<file path="config.mk">
export PLATFORM = sky130hd
export DESIGN_NAME = tx_reset_sm
export DESIGN_NICKNAME = d
export VERILOG_FILES = /design/src/rtl/tx_reset_sm.sv
export SDC_FILE = /design/constraint.sdc
export NUM_CORES = 1
export LEC_CHECK = 0
export CAP_MARGIN = 20
export CORE_MARGIN = 10
export CORE_UTILIZATION = 35
export CTS_CLUSTER_DIAMETER = 60
export DETAILED_ROUTE_END_ITERATION = 8
export PLACE_DENSITY = 0.55
export SLEW_MARGIN = 40
export SYNTH_ARGS = -nofsm -noshare
export SYNTH_HDL_FRONTEND = slang
export SYNTH_SLANG_ARGS = --single-unit
</file>
<file path="constraint.sdc">
create_clock -name refclkdiv2 -period 3.1 [get_ports refclkdiv2]
set_clock_uncertainty 0.1 [all_clocks]
set_input_delay 0.31 -clock refclkdiv2 [delete_from_list [all_inputs] [get_ports refclkdiv2]]
set_output_delay 0.31 -clock refclkdiv2 [all_outputs]
set_load 0.01 [all_outputs]
</file>
<file path="src/rtl/tx_reset_sm.sv">
// Transmit-side reset sequencer for an ECP3 SERDES/PCS quad: quad reset, TX PLL lock wait, PCS release.
// Optional retry limit with a sticky FAULT state is compiled in by defining TX_RST_RETRY_LIMIT_EN.
`timescale 1ns/1ps

module tx_reset_sm #(
  parameter int TIMER1_WIDTH = 2,
  parameter int COUNT_INDEX  = 18,
  parameter int MAX_RETRY    = 7
) (
  input  logic       refclkdiv2,
  input  logic       rst_n,
  input  logic       tx_pll_lol_qd_s,
  input  logic [3:0] chan_en,
  output logic       rst_qd_c,
  output logic [3:0] tx_pcs_rst_ch_c,
  output logic       tx_ready,
  output logic       fault
);

  typedef enum logic [2:0] {
    QUAD_RESET      = 3'd0,
    WAIT_FOR_TIMER1 = 3'd1,
    CHECK_PLOL      = 3'd2,
    WAIT_FOR_TIMER2 = 3'd3,
    NORMAL          = 3'd4
`ifdef TX_RST_RETRY_LIMIT_EN
    ,FAULT          = 3'd5
`endif
  } state_t;

  state_t state, state_next;

  logic                    lol_meta, lol_s;
  logic [TIMER1_WIDTH-1:0] timer1;
  logic                    timer1_done;
  logic [18:0]             timer2;
  logic                    timer2_done;
  logic                    rst_qd_next;
  logic [3:0]              pcs_next;
  logic                    ready_next;

  // Flops reset to "unlocked" so the PLL is never trusted before it has been sampled
  always_ff @(posedge refclkdiv2 or negedge rst_n) begin
    if (!rst_n) begin
      lol_meta <= 1'b1;
      lol_s    <= 1'b1;
    end else begin
      lol_meta <= tx_pll_lol_qd_s;
      lol_s    <= lol_meta;
    end
  end

  always_ff @(posedge refclkdiv2 or negedge rst_n) begin
    if (!rst_n) begin
      timer1      <= '0;
      timer1_done <= 1'b0;
      timer2      <= '0;
      timer2_done <= 1'b0;
    end else begin
      if (state == WAIT_FOR_TIMER1) begin
        if (!timer1[TIMER1_WIDTH-1])
          timer1 <= timer1 + 1'b1;
        timer1_done <= timer1[TIMER1_WIDTH-1];
      end else begin
        timer1      <= '0;
        timer1_done <= 1'b0;
      end
      if (state == WAIT_FOR_TIMER2) begin
        if (!timer2[COUNT_INDEX])
          timer2 <= timer2 + 1'b1;
        timer2_done <= timer2[COUNT_INDEX];
      end else begin
        timer2      <= '0;
        timer2_done <= 1'b0;
      end
    end
  end

`ifdef TX_RST_RETRY_LIMIT_EN
  localparam logic [2:0] RETRY_LAST = 3'(MAX_RETRY - 1);

  logic [2:0] retry_cnt;
  logic       retry_inc;
  logic       retry_clr;
  logic       fault_next;

  always_ff @(posedge refclkdiv2 or negedge rst_n) begin
    if (!rst_n)
      retry_cnt <= 3'd0;
    else if (retry_clr)
      retry_cnt <= 3'd0;
    else if (retry_inc && retry_cnt != 3'd7)
      retry_cnt <= retry_cnt + 3'd1;
  end
`endif

  always_ff @(posedge refclkdiv2 or negedge rst_n) begin
    if (!rst_n)
      state <= QUAD_RESET;
    else
      state <= state_next;
  end

  // Loss of lock in NORMAL wins over chan_en, so the PCS resets reassert on the same edge
  always_comb begin
    state_next  = state;
    rst_qd_next = 1'b1;
    pcs_next    = 4'hF;
    ready_next  = 1'b0;
`ifdef TX_RST_RETRY_LIMIT_EN
    fault_next  = 1'b0;
    retry_inc   = 1'b0;
    retry_clr   = 1'b0;
`endif
    case (state)
      QUAD_RESET: begin
        state_next = WAIT_FOR_TIMER1;
      end
      WAIT_FOR_TIMER1: begin
        if (timer1_done)
          state_next = CHECK_PLOL;
      end
      CHECK_PLOL: begin
        rst_qd_next = 1'b0;
        state_next  = WAIT_FOR_TIMER2;
      end
      WAIT_FOR_TIMER2: begin
        rst_qd_next = 1'b0;
        if (timer2_done) begin
          if (lol_s) begin
`ifdef TX_RST_RETRY_LIMIT_EN
            if (retry_cnt == RETRY_LAST) begin
              state_next = FAULT;
            end else begin
              state_next = QUAD_RESET;
              retry_inc  = 1'b1;
            end
`else
            state_next = QUAD_RESET;
`endif
          end else begin
            state_next = NORMAL;
          end
        end
      end
      NORMAL: begin
        rst_qd_next = 1'b0;
`ifdef TX_RST_RETRY_LIMIT_EN
        retry_clr   = 1'b1;
`endif
        if (lol_s) begin
          state_next = QUAD_RESET;
        end else begin
          pcs_next   = ~chan_en;
          ready_next = 1'b1;
        end
      end
`ifdef TX_RST_RETRY_LIMIT_EN
      FAULT: begin
        rst_qd_next = 1'b0;
        fault_next  = 1'b1;
      end
`endif
      default: begin
        state_next = QUAD_RESET;
      end
    endcase
  end

  always_ff @(posedge refclkdiv2 or negedge rst_n) begin
    if (!rst_n) begin
      rst_qd_c        <= 1'b1;
      tx_pcs_rst_ch_c <= 4'hF;
      tx_ready        <= 1'b0;
    end else begin
      rst_qd_c        <= rst_qd_next;
      tx_pcs_rst_ch_c <= pcs_next;
      tx_ready        <= ready_next;
    end
  end

`ifdef TX_RST_RETRY_LIMIT_EN
  always_ff @(posedge refclkdiv2 or negedge rst_n) begin
    if (!rst_n)
      fault <= 1'b0;
    else
      fault <= fault_next;
  end
`else
  assign fault = 1'b0;
`endif

endmodule

</file>
==> metrics.csv <==
metric,value,unit
CORE AREA,0.00406,mm2
initial DRC count,52,
Synth cell types,33,
switching power of the nets,0.177,mW
grt peak-use layer,met2,
crit path time final,2.03,ns
CP endpoint kind,flip-flop,
DRC viols,0,
initial antenna violation count,0,
sequential fraction of design power,51.4,%
hpwl dp,1980,um
global-route wire length before repair,5270,um
die height,85.2,um
I/O pin cnt,14,
mux contribution to synthesized area,1.43,%
"commonest non-fill, non-tap cell in the layout",dfrtp_1,
P_leak,0.690,nW
synthesized netlist cell count,141,
number of port buffers,12,
PD cells,490,mW/mm2
final instance area,0.00177,mm2
"commonest cells after routing, fill and taps aside","dfrtp_1, nor2_1, nand2_1",
worst setup margin,1.07,ns
total cell area at the placement stage,0.00166,mm2
CTS tree,yes,
syn_nets,149,
largest family of logic cells by synthesized area,simple AND/OR/NAND/NOR gates,
GR Overflow Total,0,
"Seq/Total Area, Yosys",57.7,%
worst slew pin tran,0.692,ns
Placer Congestion,0.828,
final wirelength,2870,um
Clock Power Share,46.6,%
hold slack final,0.263,ns
crit-path max FO,5,
Mean Syn Cell Area,10.6,um2
Rel. slew slack,53.8,%
die area,0.00726,mm2
met1 GRT Util,9.69,%
worst reg2reg startpoint,timer2[9],
Die W,85.2,um
FP Rows,23,
Post-CTS Setup Inserts,0,
M2 GR Usage,14.2,%
Synth Area in Adders,0.840,%
VDD IR max,0.311,mV
clk root buf,clkbuf_8,
Final Util,43.7,%
Compound-Gate Fraction of Synth Area,5.46,%
crit share post-route,65.3,%
Synth Area in XOR/XNOR,7.65,%
Antenna Nets Post-Route,0,
initial core utilization,36.7,%
unrepaired setup endpoints after global routing,false,
number of max-cap violations,0,
TritonCTS buffer count,5,
htree depth,2,
Int Power,0.693,mW
Slew Limit Fails,0,
CP Launch Type,flip-flop,
largest net degree at the start of global routing,35,
clock-pin slew on the worst setup and hold paths,0.07,ns
Min-Delay Startpoint,lol_meta,
WP data required,3.20,ns
"Cell Area, Synth",0.00149,mm2
hold buffer count at CTS,0,
total negative slack,0,ns
layout cells sized above 1,15.2,%
fmax,494,MHz
Layout area overhead,19.2,%
vias in the first global route,1130,
# diodes,0,
Comb pwr share,2.0,%
Clock Latency Late Sink,0.29,ns
clk sinks,34,
via count,1024,
Tightest Hold Check Type,flip-flop to flip-flop,
outcome,finished clean,
worst path arrival time,2.12,ns
gr usage total,8.94,%
Place WS,1.08,ns
yosys warns,0,
Final setup viols,0,
routed vias/inst,4.92,
met3 Use GR,4.40,%
Clock Path Buffers,2,
simple-gate share of the synthesized area,24.1,%
wire length per cell,13.8,um
DRT Pass-1 Iters,4,
Sw Share,20.4,%
crit path from,timer2[9],
Final Hold Fails,0,
post-CTS resize count,0,
# nets final,165,
Yosys reg bits,34,
Worst Setup Path Type,flip-flop to flip-flop,
-- worst max-delay path: stages, from the launching register on --
cell     delay (ns)
dfrtp_1        0.41
nand4_1        0.20
or4_4          0.57
or4_1          0.49
a21oi_1        0.16
-- worst paths after layout --
kind | endpoint | slack [ns] | cells past startpoint
setup / recovery | timer2[17] | 1.07 | 4
hold / removal | lol_s | 0.26 | 0
setup reg to reg | timer2[17] | 1.07 | 4
hold reg to reg | lol_s | 0.26 | 0
max in group asynchronous | tx_pcs_rst_ch_c[2] | 2.23 | 2
min in group asynchronous | timer2[4] | 0.32 | 2
-- synthesized netlist by cell type, drive strengths merged --
library cell / number / share of area, %
a21oi: 9 / 3.0
and2: 2 / 0.84
and3b: 1 / 0.59
buf: 1 / 0.50
clkbuf: 3 / 0.76
conb: 1 / 0.25
dfrtp: 27 / 45
dfstp: 7 / 12
ha: 1 / 0.84
inv: 5 / 1.3
mux2: 1 / 0.76
mux2i: 1 / 0.67
nand2: 13 / 3.3
nand3: 3 / 1.0
nand3b: 2 / 1.0
nand4: 6 / 3.5
nand4b: 1 / 0.59
nor2: 20 / 5.0
nor2b: 2 / 0.84
nor3: 3 / 1.0
nor4: 5 / 2.1
o21ai: 4 / 1.3
o31ai: 1 / 0.50
o41ai: 1 / 0.59
or2: 1 / 0.42
or3: 3 / 1.4
or3b: 2 / 1.2
or4: 2 / 1.3
xnor2: 8 / 4.7
xor2: 5 / 2.9
-- cell type report --
type,count,area (um2)
fillers,383,2280
flip-flops and latches,34,860
multi-input cells,98,592
repair buffers,13,128
clock buffers,5,68.8
well taps,50,62.6
clock inverters,3,45.0
inverters,5,18.8
-- power groups by stage --
stage	clock network, mW	registers, mW	logic [mW]
floorplan	0	0.455	0.00152
global placement	0	0.455	0.0176
detailed placement	0	0.455	0.0181
CTS	0.424	0.447	0.0182
global route	0.446	0.447	0.0199
finish	0.406	0.447	0.0173
-- kinds of logic (layout without fill, tap and decap cells) --
kind of cell | Yosys count | after routing
simple gates | 66 | 66
fa+ha+maj | 1 | 1
other cells | 1 | 1
mux | 2 | 2
compound gates | 15 | 15
buf+inv | 9 | 26
flops | 34 | 34
xor+xnor | 13 | 13
-- registers in the layout, summed over array words and instances (netlist names) --
register         flops
timer2              19
tx_pcs_rst_ch_c      4
state                3
timer1               2
lol_meta             1
lol_s                1
rst_qd_c             1
timer1_done          1
timer2_done          1
tx_ready             1
-- metrics by stage --
stage	power, mW	cells
after floorplan	0.456	141
after global placement	0.472	200
after detailed placement	0.473	200
after CTS	0.889	208
after global routing	0.912	208
final	0.870	208
-- metal layers --
layer / share of wire, % / vias to the layer above
met5: 0 / -
met4: 0.94 / 0
li1: - / 513
met2: 49 / 17
met1: 45 / 490
met3: 5.2 / 4
Note: power is estimated with default switching activity, not from simulation.
